[config.mk]
export PLATFORM = sky130hd
export DESIGN_NAME = card_shoe_dealer_flat
export DESIGN_NICKNAME = d
export VERILOG_FILES = /design/src/rtl/card_shoe_if.sv /design/src/rtl/card_shoe_dealer.sv /design/src/flat_wrapper.sv
export SDC_FILE = /design/constraint.sdc
export NUM_CORES = 1
export LEC_CHECK = 0
export ABC_AREA = 0
export BUFFER_PORTS_ARGS = -buffer_cell sky130_fd_sc_hd__buf_2
export CAP_MARGIN = 5
export CORE_ASPECT_RATIO = 0.8
export CORE_MARGIN = 10
export CORE_UTILIZATION = 40
export DETAILED_ROUTE_END_ITERATION = 8
export GPL_TIMING_DRIVEN = 0
export SLEW_MARGIN = 20
export SYNTH_ARGS = -nofsm -noshare
export SYNTH_HDL_FRONTEND = slang
export SYNTH_SLANG_ARGS = --single-unit
[constraint.sdc]
create_clock -name clk -period 3.4 [get_ports clk]
set_input_delay 0.68 -clock clk [delete_from_list [all_inputs] [get_ports clk]]
set_output_delay 0.68 -clock clk [all_outputs]
set_load 0.1 [all_outputs]
[src/rtl/card_shoe_if.sv]
// Handshake and card bus between the game controller (master) and the shoe dealer (slave).
interface card_shoe_if #(
  parameter int LFSR_W = 16
);
  logic              req;
  logic              reshuffle;
  logic              seed_load;
  logic [LFSR_W-1:0] seed;
  logic              busy;
  logic              card_valid;
  logic [3:0]        card_rank;
  logic [3:0]        card_value;
  logic              ace_pres;
  logic [8:0]        cards_left;
  logic              shoe_empty;
  logic              empty_err;

  modport master (
    output req, reshuffle, seed_load, seed,
    input  busy, card_valid, card_rank, card_value, ace_pres, cards_left, shoe_empty, empty_err
  );

  modport slave (
    input  req, reshuffle, seed_load, seed,
    output busy, card_valid, card_rank, card_value, ace_pres, cards_left, shoe_empty, empty_err
  );
endinterface

[src/rtl/card_shoe_dealer.sv]
// Deals blackjack ranks without replacement from a DECKS-deck shoe using a Galois LFSR,
// with per-rank counts and a bounded linear fallback scan so every request terminates.
module card_shoe_dealer #(
  parameter int                LFSR_W    = 16,
  parameter logic [LFSR_W-1:0] TAPS      = LFSR_W'(16'hB400),
  parameter logic [LFSR_W-1:0] SEED      = LFSR_W'(16'hACE1),
  parameter int                DECKS     = 1,
  parameter int                MAX_TRIES = 32
) (
  input  logic         clk,
  input  logic         reset,
  card_shoe_if.slave   bus
);

  localparam int                TRY_W     = (MAX_TRIES > 1) ? $clog2(MAX_TRIES) : 1;
  localparam logic [TRY_W-1:0]  LAST_TRY  = TRY_W'(MAX_TRIES - 1);
  localparam logic [5:0]        FULL_CNT  = 6'(4 * DECKS);
  localparam logic [8:0]        FULL_SHOE = 9'(52 * DECKS);

  typedef enum logic [1:0] {IDLE, DRAW, SCAN} state_t;

  state_t            state, state_nxt;
  logic [LFSR_W-1:0] lfsr;
  logic [5:0]        count [1:13];
  logic [TRY_W-1:0]  tries;
  logic [3:0]        ptr;
  logic [8:0]        cards_left;

  logic [3:0] cand, sel;
  logic [5:0] sel_cnt;
  logic       sel_ok;
  logic       accept, restore, start, load_seed, err_hit, reject, go_scan;

  function automatic logic [3:0] rank_value(input logic [3:0] rank);
    return (rank > 4'd10) ? 4'd10 : rank;
  endfunction

  function automatic logic [LFSR_W-1:0] lfsr_step(input logic [LFSR_W-1:0] v);
    return v[0] ? ((v >> 1) ^ TAPS) : (v >> 1);
  endfunction

  // Scan entry point is (c mod 13)+1 for a 4-bit candidate.
  function automatic logic [3:0] scan_start(input logic [3:0] c);
    return (c >= 4'd13) ? 4'(c - 4'd12) : 4'(c + 4'd1);
  endfunction

  assign cand = lfsr[3:0];
  assign sel  = (state == SCAN) ? ptr : cand;

  // Out-of-range candidates (0, 14, 15) read as an empty count and are rejected.
  always_comb begin
    sel_cnt = '0;
    for (int r = 1; r <= 13; r++)
      if (sel == 4'(r)) sel_cnt = count[r];
  end
  assign sel_ok = (sel_cnt != 6'd0);

  always_comb begin
    state_nxt = state;
    accept    = 1'b0;
    restore   = 1'b0;
    start     = 1'b0;
    load_seed = 1'b0;
    err_hit   = 1'b0;
    reject    = 1'b0;
    go_scan   = 1'b0;
    case (state)
      IDLE: begin
        if (bus.reshuffle)      restore   = 1'b1;
        else if (bus.seed_load) load_seed = 1'b1;
        else if (bus.req) begin
          if (cards_left == 9'd0) err_hit = 1'b1;
          else begin
            start     = 1'b1;
            state_nxt = DRAW;
          end
        end
      end
      DRAW: begin
        if (bus.reshuffle) begin
          restore   = 1'b1;
          state_nxt = IDLE;
        end else if (sel_ok) begin
          accept    = 1'b1;
          state_nxt = IDLE;
        end else begin
          reject = 1'b1;
          if (tries == LAST_TRY) begin
            go_scan   = 1'b1;
            state_nxt = SCAN;
          end
        end
      end
      SCAN: begin
        if (bus.reshuffle) begin
          restore   = 1'b1;
          state_nxt = IDLE;
        end else if (sel_ok) begin
          accept    = 1'b1;
          state_nxt = IDLE;
        end
      end
      default: state_nxt = IDLE;
    endcase
  end

  always_ff @(posedge clk or negedge reset) begin
    if (!reset) state <= IDLE;
    else        state <= state_nxt;
  end

  always_ff @(posedge clk or negedge reset) begin
    if (!reset)         lfsr <= SEED;
    else if (load_seed) lfsr <= (bus.seed == '0) ? SEED : bus.seed;
    else                lfsr <= lfsr_step(lfsr);
  end

  always_ff @(posedge clk or negedge reset) begin
    if (!reset) begin
      tries <= '0;
      ptr   <= 4'd1;
    end else begin
      if (start)       tries <= '0;
      else if (reject) tries <= TRY_W'(tries + 1'b1);
      if (go_scan)                        ptr <= scan_start(cand);
      else if (state == SCAN && !sel_ok)  ptr <= (ptr == 4'd13) ? 4'd1 : 4'(ptr + 4'd1);
    end
  end

  always_ff @(posedge clk or negedge reset) begin
    if (!reset) begin
      for (int r = 1; r <= 13; r++) count[r] <= FULL_CNT;
      cards_left <= FULL_SHOE;
    end else if (restore) begin
      for (int r = 1; r <= 13; r++) count[r] <= FULL_CNT;
      cards_left <= FULL_SHOE;
    end else if (accept) begin
      for (int r = 1; r <= 13; r++)
        if (sel == 4'(r)) count[r] <= count[r] - 6'd1;
      cards_left <= cards_left - 9'd1;
    end
  end

  always_ff @(posedge clk or negedge reset) begin
    if (!reset) begin
      bus.card_valid <= 1'b0;
      bus.empty_err  <= 1'b0;
      bus.card_rank  <= 4'd0;
      bus.card_value <= 4'd0;
      bus.ace_pres   <= 1'b0;
    end else begin
      bus.card_valid <= accept;
      bus.empty_err  <= err_hit;
      if (accept) begin
        bus.card_rank  <= sel;
        bus.card_value <= rank_value(sel);
        bus.ace_pres   <= (sel == 4'd1);
      end
    end
  end

  assign bus.busy       = (state != IDLE);
  assign bus.cards_left = cards_left;
  assign bus.shoe_empty = (cards_left == 9'd0);

endmodule
[src/flat_wrapper.sv]
// flat-port wrapper written by rule: the top's interface ports become plain ports
module card_shoe_dealer_flat 
#(
  parameter int                LFSR_W    = 16,
  parameter logic [LFSR_W-1:0] TAPS      = LFSR_W'(16'hB400),
  parameter logic [LFSR_W-1:0] SEED      = LFSR_W'(16'hACE1),
  parameter int                DECKS     = 1,
  parameter int                MAX_TRIES = 32
)
  (clk, reset, bus_req, bus_reshuffle, bus_seed_load, bus_seed, bus_busy, bus_card_valid, bus_card_rank, bus_card_value, bus_ace_pres, bus_cards_left, bus_shoe_empty, bus_empty_err);
  card_shoe_if #(.LFSR_W(LFSR_W)) bus_i ();
  input  logic clk;
  input  logic reset;
  input wire logic [$bits(bus_i.req)-1:0] bus_req;
  input wire logic [$bits(bus_i.reshuffle)-1:0] bus_reshuffle;
  input wire logic [$bits(bus_i.seed_load)-1:0] bus_seed_load;
  input wire logic [$bits(bus_i.seed)-1:0] bus_seed;
  output wire logic [$bits(bus_i.busy)-1:0] bus_busy;
  output wire logic [$bits(bus_i.card_valid)-1:0] bus_card_valid;
  output wire logic [$bits(bus_i.card_rank)-1:0] bus_card_rank;
  output wire logic [$bits(bus_i.card_value)-1:0] bus_card_value;
  output wire logic [$bits(bus_i.ace_pres)-1:0] bus_ace_pres;
  output wire logic [$bits(bus_i.cards_left)-1:0] bus_cards_left;
  output wire logic [$bits(bus_i.shoe_empty)-1:0] bus_shoe_empty;
  output wire logic [$bits(bus_i.empty_err)-1:0] bus_empty_err;
  assign bus_i.req = bus_req;
  assign bus_i.reshuffle = bus_reshuffle;
  assign bus_i.seed_load = bus_seed_load;
  assign bus_i.seed = bus_seed;
  assign bus_busy = bus_i.busy;
  assign bus_card_valid = bus_i.card_valid;
  assign bus_card_rank = bus_i.card_rank;
  assign bus_card_value = bus_i.card_value;
  assign bus_ace_pres = bus_i.ace_pres;
  assign bus_cards_left = bus_i.cards_left;
  assign bus_shoe_empty = bus_i.shoe_empty;
  assign bus_empty_err = bus_i.empty_err;
  card_shoe_dealer #(.LFSR_W(LFSR_W), .TAPS(TAPS), .SEED(SEED), .DECKS(DECKS), .MAX_TRIES(MAX_TRIES)) u_core (.clk(clk), .reset(reset), .bus(bus_i));
endmodule
; ---- After elaboration in Yosys (flattened, before gate mapping)
; Index checks and enable logic that the tools add are counted.
[totals]
register_bits = 125
output_inout_bits = 22
elab_cells = 182
[op_classes]
n_addsub = 18
magnitude_cmp = 2
eq_ne = 23
muxes = 76
n_bitwise = 1
reduce_logical = 39
[ops]
columns = cell, count
row1 = 6-bit 2-to-1 mux, 26
row2 = 78-bit 2-to-1 mux, 2
row3 = 6-bit by 1-bit subtractor with 6-bit output (second input constant), 13
row4 = 16-bit 2-to-1 mux, 3
row5 = 2-bit nonzero test, 17
row6 = 4-bit equality test (second input constant), 7
row7 = 2-bit AND reduction, 13
row8 = 1-bit 2-to-1 mux, 25
row9 = 4-bit 2-to-1 mux, 6
row10 = 2-bit 2-to-1 mux, 9
row11 = 9-bit 2-to-1 mux, 2
row12 = 4-bit by 3-bit equality test with 1-bit output (second input constant), 4
row13 = 16-bit logical NOT, 1
row14 = 5-bit 2-to-1 mux, 2
row15 = 9-bit logical NOT, 1
row16 = 9-bit by 1-bit subtractor with 9-bit output (second input constant), 1
row17 = 4-bit by 1-bit adder with 4-bit output (second input constant), 2
row18 = 4-bit by 2-bit equality test with 1-bit output (second input constant), 2
row19 = 2-bit != test (second input constant), 4
row20 = 2-bit one-hot mux with 3 select lines, 1
row21 = 6-bit AND reduction, 1
row22 = 6-bit nonzero test, 1
row23 = 5-bit by 1-bit adder with 5-bit output (second input constant), 1
row24 = 5-bit equality test (second input constant), 1
row25 = 14 further kinds, 14

; ---- Longest topological paths before layout
[depth]
depth_word = 22
ltp_mapped = 17
depth_no_buf = 12

; ---- Worst setup path before layout
; OpenSTA, ideal clock, no wires.
[synth_timing]
path_kind = register -> register
start = register u_core.cards_left[3], in the netlist u_core.bus.cards_left[3]
end = register u_core.state[1]
setup_ns = 0.146
arrival_time_ns = 3.931
required_time_ns = 3.254
setup_slack_ns = -0.677
path_stages_with_launch = 9
n_path_buf = 0
path_cell_list = dfrtp_1 > or3_1 > or2_2 > or3_1 > nor2_1 > o41ai_1 > a31o_2 > a22oi_1 > o32ai_1
[synth_between]
elab_chain_len = 3
[synth_rtl]
columns = element, line_no
row1 = start: declaration, card_shoe_dealer.sv:27  ; logic [8:0] cards_left;
row2 = start signal: assignment, card_shoe_dealer.sv:140  ; cards_left <= cards_left - 9'd1;
row3 = 9-bit logical NOT, n/a
row4 = via bus_shoe_empty, flat_wrapper.sv:24  ; output wire logic [$bits(bus_i.shoe_empty)-1:0] bus_shoe_empty;
row5 = 2-bit != test (no source line), n/a
row6 = 6-bit AND reduction (no source line), n/a
row7 = end signal: assignment, card_shoe_dealer.sv:109  ; else state <= state_nxt;
row8 = end: declaration, card_shoe_dealer.sv:22  ; state_t state, state_nxt;
; The timed path passes the listed nets, and every way through them passes these cells.
; A chain may end at the register's enable or synchronous reset.

; ---- Worst setup path in the final report
[layout_timing]
start = register u_core.state[0]
end = register u_core.count[12] (netlist bit)
[layout_between]
elab_chain_len = 22
elab_cells_between_ends = 41
classes_between = eq/ne (15) / mux (19) / reduce/logical (7)
[layout_rtl]
columns = element, line_no
row1 = 2-bit equality test, "card_shoe_dealer.sv:48, card_shoe_dealer.sv:67"
row2 = 4-bit 2-to-1 mux, card_shoe_dealer.sv:48  ; assign sel = (state == SCAN) ? ptr : cand;
row3 = 4-bit by 1-bit equality test with 1-bit output, card_shoe_dealer.sv:54  ; if (sel == 4'(r)) sel_cnt = count[r];
row4 = 6-bit 2-to-1 mux (13 in series), card_shoe_dealer.sv:54
row5 = 6-bit nonzero test, card_shoe_dealer.sv:56  ; assign sel_ok = (sel_cnt != 6'd0);
row6 = 1-bit 2-to-1 mux, "card_shoe_dealer.sv:83, card_shoe_dealer.sv:98"
row7 = 1-bit 2-to-1 mux, card_shoe_dealer.sv:95  ; if (bus.reshuffle) begin
row8 = 1-bit 2-to-1 mux, n/a
row9 = 2-bit nonzero test (no source line), n/a
row10 = 2-bit AND reduction (no source line), n/a
row11 = end signal: indexed assignment, card_shoe_dealer.sv:139  ; if (sel == 4'(r)) count[r] <= count[r] - 6'd1;
row12 = end: declaration, card_shoe_dealer.sv:24  ; logic [5:0] count [1:13];
; Several ways; a longest one is shown, not always the timed one.

==> results.md <==
- TNS Setup: -3.86 ns
- Die H: 142 µm
- R2R cell count: 16
- Status: finished with violations
- Leakage power: 3.95 nW
- Critical Path RT: 3.75 ns
- Largest net degree at the start of global routing: 72
- Ys flop type: dfrtp_1
- Vias/cell: 6.01
- Tot GR Track Use: 0.204
- Clk_lat worst skew: 0.43 ns
- Post-synthesis cell count: 830
- RSZ-0062 raised after global routing: yes
- Synth cell types: 76
- WL/cell: 21.5 µm
- Detailed-route via count: 7,131
- Final setup fails: 66
- Min Tclk post-route: 3.51 ns
- First DRT Iteration DRCs: 723
- Layout cells sized above 1: 0.290
- Max-cap violations: 0
- Placed inst area: 8010 µm²
- Synth Register Bits: 125
- Filler cell count: 1,628
- Post-synthesis to final-layout area growth: 31.0%
- CP max FO: 11
- FF-to-FF Start: u_core.state[0]
- Total congestion overflow: 0
- Post-synthesis sequential area ratio: 0.425
- Hold Slack: 0.156 ns
- Post-synthesis average cell area: 8.97 µm²
- Pwr/cell area: 796 nW/µm²
- Initial antenna violation count: 0
- Post-route antenna net violation count: 0
- Max-slew violations: 0
- Final Hold Viols: 0
- Clock Path Buffers: 2
- Mapped Nets: 875
- Drt first pass iters: 5
- Post-synth ARST share: 1.00
- I/O pin count: 43
- Total design power: 7.76 mW
- Root Buffer: clkbuf_16
- Clock Sinks: 125
- Period utilisation layout: 1.03
- Final HPWL DP: 17,200 µm
- Syn. warnings: 0
- Nets: 966
- GP Congestion: 0.959
- Final Instance Count excl. Fillers: 1,187
- Inserted Diodes: 0
- WL final: 25,500 µm
- CORE AREA: 18,200 µm²
- Inst Count DP: 1,125
- CP Capture Type: flop
- Worst clock skew: 0.00676 ns
- Design Area, Final: 9750 µm²
- DRC errors left: 0
- PortBufs: 41
- Critical R2R Capture: u_core.count[12]
- Slew margin rel.: 0.391
- Die W: 173 µm
- R2r setup slk: -0.11 ns
- Post-synth EDFFs: 0
- Die Area: 24,500 µm²
- Peak VDD IR: 386 µV
- Worst hold path type: in -> async
- Worst-path clk slew: 0.06 ns
- Starting Density: 0.408
- Setup ws final: -0.111 ns
- Slew @ Worst Pin: 0.913 ns
- First-pass GRT wire length: 39,300 µm
- CTS tree: yes
- Critical path data arrival time: 3.86 ns
- Fmax: 285 MHz
- CTS buffer count: 17
- Crit path kind: reg -> reg
- Num rows: 44
- Vias in the first global route: 6,785
- Mapped Area: 7440 µm²
- CP Launch Type: flop
- Failing checks: setup timing
- H-tree levels: 4
-- cells by family after synthesis --
group | after synthesis | share of synthesized area
flip-flops | 125 | 0.425
AO/OA/AOI/OAI | 232 | 0.209
multiplexers | 31 | 0.0424
XOR/XNOR | 12 | 0.0141
buffers and inverters | 90 | 0.0526
AND/OR/NAND/NOR | 316 | 0.217
adder cells (fa/ha/maj) | 24 | 0.0403
-- metrics by stage --
step / utilization / setup slack [ns]
floorplan: - / 0.113
global placement: 0.437 / -1.05
global route: 0.535 / -0.222
detailed placement: 0.440 / -1.10
CTS: 0.515 / -0.0402
finish: 0.535 / -0.111
-- cell usage in the layout (no fill, tap or decap), types with 6 or more instances in the layout --
| master | netlist | final |
|---|---|---|
| nand3_1 | 33 | 29 |
| buf_2 | 17 | 47 |
| or3_1 | 18 | 16 |
| inv_1 | 43 | 42 |
| o22ai_1 | 12 | 7 |
| nor2_1 | 70 | 55 |
| dfrtp_1 | 100 | 100 |
| nand2b_1 | 7 | 7 |
| o31ai_1 | 9 | 7 |
| nor3_4 | 0 | 6 |
| nor3_1 | 23 | 17 |
| nor4_1 | 12 | 8 |
| nand2_1 | 88 | 84 |
| o211ai_1 | 13 | 13 |
| buf_12 | 0 | 11 |
| nor2_2 | 0 | 12 |
| clkbuf_1 | 21 | 15 |
| o21ai_1 | 12 | 15 |
| or4_1 | 9 | 8 |
| buf_4 | 4 | 27 |
| a21oi_1 | 47 | 39 |
| xnor2_1 | 9 | 9 |
| o21ai_0 | 47 | 40 |
| ha_1 | 24 | 23 |
| a21oi_2 | 1 | 8 |
| a31oi_1 | 13 | 11 |
| mux2i_1 | 29 | 27 |
| clkbuf_16 | 0 | 18 |
| dfstp_2 | 25 | 25 |
-- worst max-delay path by stage --
stage / from / to / cells past startpoint
CTS: u_core.state[0] / u_core.bus.cards_left[8] / 15
finish: u_core.state[0] / u_core.count[12] / 16
global route: u_core.state[0] / u_core.count[67] / 16
detailed placement: u_core.state[0] / u_core.count[52] / 15
floorplan: u_core.state[0] / u_core.bus.cards_left[3] / 15
global placement: u_core.state[0] / u_core.bus.card_rank[2] / 14
-- power breakdown --
part | switching, mW | internal [mW]
sequential | 0.189 | 1.75
clock | 0.726 | 1.23
combinational | 2.51 | 1.36
-- registers in the layout (all words and copies together) (netlist names) --
name and cells:
u_core.bus.empty_err 1, u_core.bus.card_value 4, u_core.count 78, u_core.bus.ace_pres 1, u_core.state 2, u_core.bus.card_rank 4, u_core.lfsr 16, u_core.tries 5
u_core.ptr 4, u_core.bus.cards_left 9, u_core.bus.card_valid 1
-- synth_stat cells, types with 4 or more instances --
cell       instances  share of area
dfrtp_1          100           0.34
nand2_1           88          0.044
nor2_1            70          0.035
a21oi_1           47          0.032
o21ai_0           47          0.032
inv_1             43          0.022
nand3_1           33          0.022
mux2i_1           29          0.039
dfstp_2           25          0.088
ha_1              24          0.040
nor3_1            23          0.015
clkbuf_1          21          0.011
or3_1             18          0.015
buf_2             17          0.011
a31oi_1           13          0.011
o211ai_1          13          0.013
nor4_1            12          0.010
o21ai_1           12         0.0081
o22ai_1           12          0.010
o31ai_1            9         0.0091
or4_1              9         0.0091
xnor2_1            9          0.011
nand2b_1           7         0.0059
o21a_1             7         0.0071
o22a_1             7         0.0082
nor3b_1            6         0.0061
o41ai_1            6         0.0071
or2_2              6         0.0050
a311oi_1           5         0.0059
and3_1             5         0.0042
nand4_1            5         0.0042
nand4b_1           5         0.0059
o32ai_1            5         0.0059
a211oi_1           4         0.0040
a22o_1             4         0.0047
buf_4              4         0.0040
nand3b_1           4         0.0040
nor2b_1            4         0.0034
o2bb2ai_1          4         0.0047
-- per-layer routing --
layer / track usage / up-vias / part of all wire
li1: - / 3256 / -
met1: 0.286 / 3545 / 0.46
met2: 0.304 / 288 / 0.44
met3: 0.0517 / 42 / 0.076
met4: 0.0617 / 0 / 0.021
met5: 0 / - / 0
-- critical path, cell delays in order (launching register included) --
cell and delay [ns]:
dfrtp_1 0.38, inv_2 0.08, ha_4 0.21, buf_12 0.14
mux2_4 0.34, clkbuf_8 0.20, nor2_1 0.15, o221ai_2 0.14
a21oi_1 0.25, o211ai_1 0.19, a2111oi_4 0.36, o21a_2 0.26
buf_12 0.16, inv_6 0.08, clkbuf_16 0.19, nand2_2 0.09
mux2i_1 0.19
-- layout make-up --
type | instances | area, µm² | area share
Buffer | 45 | 413 | 0.0424
Clock buffer | 18 | 429 | 0.0440
Clock inverter | 14 | 194 | 0.0199
Inverter | 44 | 170 | 0.0175
Multi-Input combinational cell | 615 | 4500 | 0.462
Sequential cell | 125 | 3160 | 0.324
Tap cell | 253 | 317 | 0.0325
Timing Repair Buffer | 73 | 564 | 0.0579
-- what timing repair did --
action,4_1_cts,5_1_grt
resized for setup,128,64
buffers inserted,21,7
hold buffers,0,0
pin swaps,22,25
setup endpoints to repair,103,97
gates cloned,2,1
Note: power is estimated with default switching activity, not from simulation.
